**config.mk**
```make
export PLATFORM = sky130hd
export DESIGN_NAME = firebird7_in_gate1_tessent_data_mux_ctrl
export DESIGN_NICKNAME = d
export VERILOG_FILES = /design/src/rtl/firebird7_in_gate1_tessent_data_mux_ctrl_pkg.sv /design/src/rtl/firebird7_in_gate1_tessent_data_mux_ctrl_tdr.sv /design/src/rtl/firebird7_in_gate1_tessent_data_mux_ctrl.sv
export SDC_FILE = /design/constraint.sdc
export NUM_CORES = 1
export LEC_CHECK = 0
export CAP_MARGIN = 40
export CELL_PAD_IN_SITES_DETAIL_PLACEMENT = 2
export CELL_PAD_IN_SITES_GLOBAL_PLACEMENT = 2
export CORE_UTILIZATION = 32
export CTS_CLUSTER_SIZE = 30
export DETAILED_ROUTE_END_ITERATION = 10
export MAX_ROUTING_LAYER = met4
export PLACE_DENSITY = 0.84
export RECOVER_POWER = 25
export SYNTH_ARGS = -nofsm -noshare
export SYNTH_HDL_FRONTEND = slang
export SYNTH_HIERARCHICAL = 1
export SYNTH_SLANG_ARGS = --single-unit
```
**constraint.sdc**
```tcl
create_clock -name ijtag_tck -period 1.67 [get_ports ijtag_tck]
set_input_delay 0.2505 -clock ijtag_tck [delete_from_list [all_inputs] [get_ports ijtag_tck]]
set_output_delay 0.2505 -clock ijtag_tck [all_outputs]
set_load 0.005 [all_outputs]
```
**src/rtl/firebird7_in_gate1_tessent_data_mux_ctrl_pkg.sv**
```systemverilog
// Shared types and constants for the gate1 IJTAG data-mux handover controller.
package firebird7_in_gate1_tessent_data_mux_ctrl_pkg;

  localparam int DEFAULT_WIDTH         = 3;
  localparam int DEFAULT_SETTLE_CYCLES = 2;

  typedef enum logic [1:0] {
    FUNC    = 2'd0,
    ARM     = 2'd1,
    ACTIVE  = 2'd2,
    RELEASE = 2'd3
  } mux_state_e;

  // Settle counter must hold SETTLE_CYCLES-1; sized generously to stay >= 1 bit.
  function automatic int cnt_width(input int settle_cycles);
    return $clog2(settle_cycles + 1);
  endfunction

endpackage

```
**src/rtl/firebird7_in_gate1_tessent_data_mux_ctrl_tdr.sv**
```systemverilog
// Capture/shift/update test data register: MSB is the select request, the rest is mux data.
module firebird7_in_gate1_tessent_data_mux_ctrl_tdr
  import firebird7_in_gate1_tessent_data_mux_ctrl_pkg::*;
#(
  parameter int WIDTH = DEFAULT_WIDTH
) (
  input  logic             ijtag_tck,
  input  logic             ijtag_reset,
  input  logic             i_sel,
  input  logic             i_ce,
  input  logic             i_se,
  input  logic             i_ue,
  input  logic             i_si,
  input  logic             i_capture_req,
  input  logic [WIDTH-1:0] i_capture_data,
  output logic             o_so,
  output logic             o_req_q,
  output logic [WIDTH-1:0] o_data_q
);

  logic [WIDTH:0] r_sr;
  logic [WIDTH:0] r_upd;

  always_ff @(posedge ijtag_tck or posedge ijtag_reset) begin
    if (ijtag_reset) begin
      r_sr <= '0;
    end else if (i_sel && i_ce) begin
      r_sr <= {i_capture_req, i_capture_data};
    end else if (i_sel && i_se) begin
      r_sr <= {i_si, r_sr[WIDTH:1]};
    end
  end

  // Update samples the pre-edge shift value, so it composes with a same-cycle capture/shift.
  always_ff @(posedge ijtag_tck or posedge ijtag_reset) begin
    if (ijtag_reset) begin
      r_upd <= '0;
    end else if (i_sel && i_ue) begin
      r_upd <= r_sr;
    end
  end

  assign o_so     = r_sr[0];
  assign o_req_q  = r_upd[WIDTH];
  assign o_data_q = r_upd[WIDTH-1:0];

endmodule

```
**src/rtl/firebird7_in_gate1_tessent_data_mux_ctrl.sv**
```systemverilog
// Gate1 IJTAG data-mux controller: TDR plus a handover FSM that holds mux data stable
// for a settle window before switching to the IJTAG path and before switching back.
module firebird7_in_gate1_tessent_data_mux_ctrl
  import firebird7_in_gate1_tessent_data_mux_ctrl_pkg::*;
#(
  parameter int WIDTH         = DEFAULT_WIDTH,
  parameter int SETTLE_CYCLES = DEFAULT_SETTLE_CYCLES
) (
  input  logic             ijtag_tck,
  input  logic             ijtag_reset,
  input  logic             ijtag_sel,
  input  logic             ijtag_ce,
  input  logic             ijtag_se,
  input  logic             ijtag_ue,
  input  logic             ijtag_si,
  output logic             ijtag_so,
  input  logic [WIDTH-1:0] functional_data_in,
  output logic             ijtag_select,
  output logic [WIDTH-1:0] ijtag_data_out,
  output logic             mux_busy
);

  localparam int CW = cnt_width(SETTLE_CYCLES);
  localparam logic [CW-1:0] CNT_LOAD = CW'(SETTLE_CYCLES - 1);

  mux_state_e       r_state;
  mux_state_e       w_state_next;
  logic [CW-1:0]    r_cnt;
  logic [CW-1:0]    w_cnt_next;
  logic             r_select;
  logic             r_busy;
  logic [WIDTH-1:0] r_data_out;
  logic             w_req_q;
  logic [WIDTH-1:0] w_data_q;
  logic             w_state_active;

  assign w_state_active = (r_state == ACTIVE);

  firebird7_in_gate1_tessent_data_mux_ctrl_tdr #(
    .WIDTH (WIDTH)
  ) u_tdr (
    .ijtag_tck      (ijtag_tck),
    .ijtag_reset    (ijtag_reset),
    .i_sel          (ijtag_sel),
    .i_ce           (ijtag_ce),
    .i_se           (ijtag_se),
    .i_ue           (ijtag_ue),
    .i_si           (ijtag_si),
    .i_capture_req  (w_state_active),
    .i_capture_data (functional_data_in),
    .o_so           (ijtag_so),
    .o_req_q        (w_req_q),
    .o_data_q       (w_data_q)
  );

  always_comb begin
    w_state_next = r_state;
    w_cnt_next   = r_cnt;
    unique case (r_state)
      FUNC: begin
        if (w_req_q) begin
          w_state_next = ARM;
          w_cnt_next   = CNT_LOAD;
        end
      end
      ARM: begin
        if (r_cnt != '0) begin
          w_cnt_next = r_cnt - CW'(1);
        end else begin
          w_state_next = w_req_q ? ACTIVE : FUNC;
        end
      end
      ACTIVE: begin
        if (!w_req_q) begin
          w_state_next = RELEASE;
          w_cnt_next   = CNT_LOAD;
        end
      end
      RELEASE: begin
        if (r_cnt != '0) begin
          w_cnt_next = r_cnt - CW'(1);
        end else if (w_req_q) begin
          // A re-request during release is honoured only after the full settle window.
          w_state_next = ARM;
          w_cnt_next   = CNT_LOAD;
        end else begin
          w_state_next = FUNC;
        end
      end
      default: begin
        w_state_next = FUNC;
        w_cnt_next   = '0;
      end
    endcase
  end

  always_ff @(posedge ijtag_tck or posedge ijtag_reset) begin
    if (ijtag_reset) begin
      r_state <= FUNC;
      r_cnt   <= '0;
    end else begin
      r_state <= w_state_next;
      r_cnt   <= w_cnt_next;
    end
  end

  // Outputs follow next_state so they line up with the state register on the same edge.
  always_ff @(posedge ijtag_tck or posedge ijtag_reset) begin
    if (ijtag_reset) begin
      r_select   <= 1'b0;
      r_busy     <= 1'b0;
      r_data_out <= '0;
    end else begin
      r_select <= (w_state_next == ACTIVE);
      r_busy   <= (w_state_next == ARM) || (w_state_next == RELEASE);
      if (w_req_q && (r_state != RELEASE)) begin
        r_data_out <= w_data_q;
      end
    end
  end

  assign ijtag_select   = r_select;
  assign mux_busy       = r_busy;
  assign ijtag_data_out = r_data_out;

endmodule

```
## Word level (Yosys, flattened, before mapping)

Index checks and enable logic that the tools add are counted.

- Equal/unequal tests: 9
- Mux-type cells: 14
- Add/subtract/negate cells: 1
- Reduce and logical (&&, ||, !) cells: 9

Operators by type and width:

| kind | count |
|---|---|
| $mux W2 | 9 |
| $pmux W2 S4 | 2 |
| $eq A2 B2 Y1 const B | 4 |
| $mux W4 | 2 |
| $ne A2 B2 Y1 const B | 3 |
| $eq A2 B1 Y1 const B | 2 |
| $logic_and A1 B1 Y1 | 4 |
| $reduce_bool A2 Y1 | 2 |
| $logic_not A2 Y1 | 1 |
| $reduce_and A2 Y1 | 1 |
| $sub A2 B1 Y2 const B | 1 |
| $logic_or A1 B1 Y1 | 1 |
| $mux W1 | 1 |

- Register bits after elaboration: 17
- Input port bits: 10
- Word-level logic and storage cells: 40

## Logic depth before layout (Yosys ltp)

Gate-level depths: netlist (run 1).

- Depth in word-level cells: 5
- Gate-level depth with buffers: 5
- Depth with buffers taken out: 5

## Hierarchy

The synthesis (run 1) kept the hierarchy.

Modules (own cells, without submodules):

| module | times used | area each (µm²) | sequential area each (µm²) | cells each |
|---|---|---|---|---|
| firebird7_in_gate1_tessent_data_mux_ctrl | 1 | 459.2 | 200.2 | 47 |
| firebird7_in_gate1_tessent_data_mux_ctrl_tdr | 1 | 356.6 | 200.2 | 24 |

## Worst setup path before layout (run 1)

Ideal clock, no wire load.

- Path kind: register -> register
- From: reg r_cnt[0]
- To: reg r_cnt[1]
- Path slack: 400 ps
- Data arrival time: 1,144 ps
- Clock period less this slack: 1,270 ps
- Buffers on the path: 0
- Stages on the path, launching flop included: 6
- Path through: dfrtp_1 inv_1 ha_1 nand2_1 o22ai_1 a221o_1

- Cells in the longest elaborated chain, start to end: 3
- Elaborated cells on any way between the ends: 7
- Those cells by class: add/sub: 1; eq/ne: 1; mux: 3; reduce/logical: 2

RTL lines:

| element | line | source |
|---|---|---|
| start: declaration | firebird7_in_gate1_tessent_data_mux_ctrl.sv:28 | `logic [CW-1:0] r_cnt;` |
| start signal: assignment | firebird7_in_gate1_tessent_data_mux_ctrl.sv:103 | `r_cnt <= w_cnt_next;` |
| $sub A2 B1 Y2 / $reduce_bool A2 Y1 (equally long branches) | - |  |
| $mux W2 (tied with other cells) | firebird7_in_gate1_tessent_data_mux_ctrl.sv:80 | `if (r_cnt != '0) begin` |
| $pmux W2 S4 / $reduce_and A2 Y1 (equally long branches) | - |  |

Several ways; a longest one is shown, not always the timed one. The select of a mux whose other input is x is not followed.
A chain may end at the register's enable or synchronous reset.

## Worst setup path in the final report (run 1)

- From: reg r_busy, in the netlist mux_busy
- To: out mux_busy

RTL lines:

| element | line | source |
|---|---|---|
| start: declaration | firebird7_in_gate1_tessent_data_mux_ctrl.sv:31 | `logic r_busy;` |
| start signal: assignment | firebird7_in_gate1_tessent_data_mux_ctrl.sv:115 | `r_busy <= (w_state_next == ARM) \|\| (w_state_next == RELEASE);` |
| end: declaration | firebird7_in_gate1_tessent_data_mux_ctrl.sv:20 | `output logic mux_busy` |

No word-level cell between the ends.

==> results of run 1 <==
-- synth_stat cells (all sizes together), types with 2 or more instances --
master    n
dfrtp    16
ha        2
nand4bb   5
nand3b    2
mux2      7
o21ai     3
o221a     4
nand2b    2
nand2     8
nor2      3
inv       5
buf       3
-- per-stage QoR --
step,cells,util [%],setup slack [ns]
after global routing,115,44.4,0.0293
after CTS,115,44.4,0.0856
after floorplan,71,-,0.400
final,115,44.4,0.102
after global placement,111,42.8,0.244
after detailed placement,111,42.8,0.200
-- cells by family (layout without fill, tap and decap cells) --
group           Yosys count  after routing  share of synthesized area, %
compound gates           14             14                          14.7
xor+xnor                  1              1                          1.07
fa+ha+maj                 2              2                          3.07
buf+inv                   8             24                          4.45
flops                    16             16                          49.1
mux                       7              7                          9.66
simple gates             23             23                          17.9
-- placed cells by master, fill, tap and decap left out, types with 2 or more instances in the layout --
master            n
clkdlybuf4s50_1  14
clkbuf_4          3
ha_1              2
inv_1             5
nand4bb_1         5
mux2_2            7
nand3b_1          2
o21ai_0           3
nand2b_1          2
dfrtp_1          15
nand2_1           7
nor2_1            3
o221a_2           4
-- routing by layer --
layer	vias up	track usage, %	part of all wire, %
met5	-	-	0
met4	0	7.89	0.92
met3	2	1.74	2.1
met2	10	27.2	51
met1	299	20.0	46
li1	295	-	-
-- where the power goes --
group          internal, mW  switching [mW]
registers             0.522           0.151
clock network         0.133           0.121
logic                 0.363           0.257
total                  1.02           0.530
-- final cells by class --
type | instances | area (sq um)
multi-input cells | 47 | 379
well taps | 28 | 35.0
flip-flops and latches | 16 | 402
inverters | 5 | 18.8
repair buffers | 15 | 150
fillers | 243 | 1280
clock buffers | 4 | 36.3
-- state kept, by name, indices dropped and copies added, names as in the netlist --
name	flops
ijtag_select	1
r_cnt	2
u_tdr/r_upd	4
r_state	1
ijtag_data_out	3
u_tdr/r_sr	4
mux_busy	1
-- worst reg2reg max path, delay by kind of cell (launching register included) --
family	cells	cell delay, ns
compound gates	2	0.47
fa+ha+maj	1	0.25
buf+inv	1	0.09
flops	1	0.38
simple gates	1	0.15
-- worst paths after layout --
kind                                                    start                            end  slack, ns  cells after the start
worst max-delay path                       mux_busy$_DFF_PP0_                       mux_busy       0.10                      1
min in group ijtag_tck          ijtag_data_out[2]$_DFFE_PP0P_  ijtag_data_out[2]$_DFFE_PP0P_       0.52                      1
worst min register to register  ijtag_data_out[2]$_DFFE_PP0P_  ijtag_data_out[2]$_DFFE_PP0P_       0.52                      1
worst max register to register           r_cnt[0]$_DFFE_PP0P_           r_cnt[1]$_DFFE_PP0P_       0.22                      5
max in group asynchronous                         ijtag_reset             mux_busy$_DFF_PP0_       1.02                      2
worst min-delay path                              ijtag_reset     u_tdr/r_upd[3]$_DFFE_PP0P_       0.37                      2
==> qor.txt, run 1 <==
Startpoint Class: register
Worst setup EP type: output pin
Max stage delay on crit path: 0.54 ns
ANT cells: 0
Post-synthesis net count: 83
RSZ-0062 raised after global routing: no
DRC: 0
TritonCTS clock tree: yes
Via Count: 606
TNS Setup: 0 ns
Vias in the first global route: 674
Via-to-Cell Ratio: 5.27
Cell Area, Placed: 983 sq um
Fin crit share: 93.9%
Die area: 2760 sq um
Post-CTS Resized: 1
Worst hold path class: in2async
Crit path time final: 1.57 ns
Warnings, synthesis: 6
Outcome: completed
Initial antenna violation count: 0
Post-CTS setup buffers: 0
Number of synthesized flops with an enable pin: 0
Largest net degree at the start of global routing: 13
CP cell instances: clkdlybuf4s50_1
Slew headroom: 74.8%
Worst Path Required: 1.42 ns
Fmax: 638 MHz
Total CTS buffers: 3
Nets@finish: 100
I/O Pins: 16
Slew Limit Fails: 0
Clk_lat worst skew: 0.28 ns
H-tree Lvls: 1
Max-Cap Viols: 0
Die H: 52.5 microns
Area grow syn2layout: 25.2%
Antenna-violating nets left: 0
Worst-margin pin slew: 0.378 ns
CTS Hold Bufs: 0
Initial DRC Count: 6
First-pass GRT wire length: 3.14 mm
Max stage delay cell, worst path: clkdlybuf4s50_1
Setup-failing EPs final: 0
Pwr dens: 1510 nW/um^2
Leak pwr: 0.411 nW
Cell family with most CP delay: buffers and inverters
Initial Utilization: 35.5%
Buffers on Ports: 15
Final hold vios: 0
TritonRoute pass-1 iters: 4
Netlist cell types: 25
WP data arrival: 1.32 ns
Register area share after synthesis: 49.1%
Mapped Avg Cell Area: 11.5 sq um
Final instance area: 1020 sq um
Core box area: 2300 sq um
Async SR Flop Fraction: 100%
Worst Path Max Fanout: 12
Post-Synthesis Cells: 71
Final Power: 1.55 mW
CP Buf/Inv Count: 1
Die Wd: 52.5 microns
Clk_skew: 0.00239 ns
Tot GR Track Use: 16.5%
FF+latch count, synth: 16
Leading post-synthesis cells by cell area: dfrtp_1, mux2_2, nand4bb_1, o221a_2, nand2_1
Top FF cell, synth: dfrtp_1
Largest area contributor in the netlist: dfrtp_1
GPL Wtd Cong: 0.712
# clock sinks: 16
Worst vdd ir: 0.626 mV
CTS max path bufs: 2
Post-Syn Area: 816 sq um
Final hold slack: 0.374 ns
Clock Tree Root: clkbuf_4
GRT Residual Overflow: 0
Share of layout cells above drive strength 1: 20.7%
Row cnt: 17
Total Routed Length: 1.85 mm
Avg WL per Cell: 16.1 microns
Hpwl dp: 1.50 mm
Clock transition at the registers of the reported paths: 0.09 ns
Crit path kind: reg2out
Area fraction of the dominant cell type after synthesis: 49.1%
Power figures use the tool's default switching activity.
==> inputs of run 2 (changes only) <==
--- a/config.mk
+++ b/config.mk
@@ -14,6 +14,7 @@
 export MAX_ROUTING_LAYER = met4
 export PLACE_DENSITY = 0.84
 export RECOVER_POWER = 25
+export SKIP_CTS_REPAIR_TIMING = 1
 export SYNTH_ARGS = -nofsm -noshare
 export SYNTH_HDL_FRONTEND = slang
 export SYNTH_HIERARCHICAL = 1
==> results of run 2 <==
No change in the layout: final DEF, timing and power equal those of run 1.
Among the figures that moved: via count of the first global-routing pass 674 -> 676; overall routing resource usage 16.5% -> 16.6%; met1 usage 20.0% -> 19.3%; met2 usage 27.2% -> 28.3%
==> inputs of run 3 (changes only) <==
--- a/config.mk
+++ b/config.mk
@@ -9,8 +9,10 @@
 export CELL_PAD_IN_SITES_DETAIL_PLACEMENT = 2
 export CELL_PAD_IN_SITES_GLOBAL_PLACEMENT = 2
 export CORE_UTILIZATION = 32
+export CTS_CLUSTER_DIAMETER = 120
 export CTS_CLUSTER_SIZE = 30
 export DETAILED_ROUTE_END_ITERATION = 10
+export HOLD_SLACK_MARGIN = 0.03
 export MAX_ROUTING_LAYER = met4
 export PLACE_DENSITY = 0.84
 export RECOVER_POWER = 25
==> results of run 3 <==
No change in the layout: final DEF, timing and power equal those of run 1.
Among the figures that moved: via count of the first global-routing pass 674 -> 676; overall routing resource usage 16.5% -> 16.6%; met1 usage 20.0% -> 19.3%; met2 usage 27.2% -> 28.3%
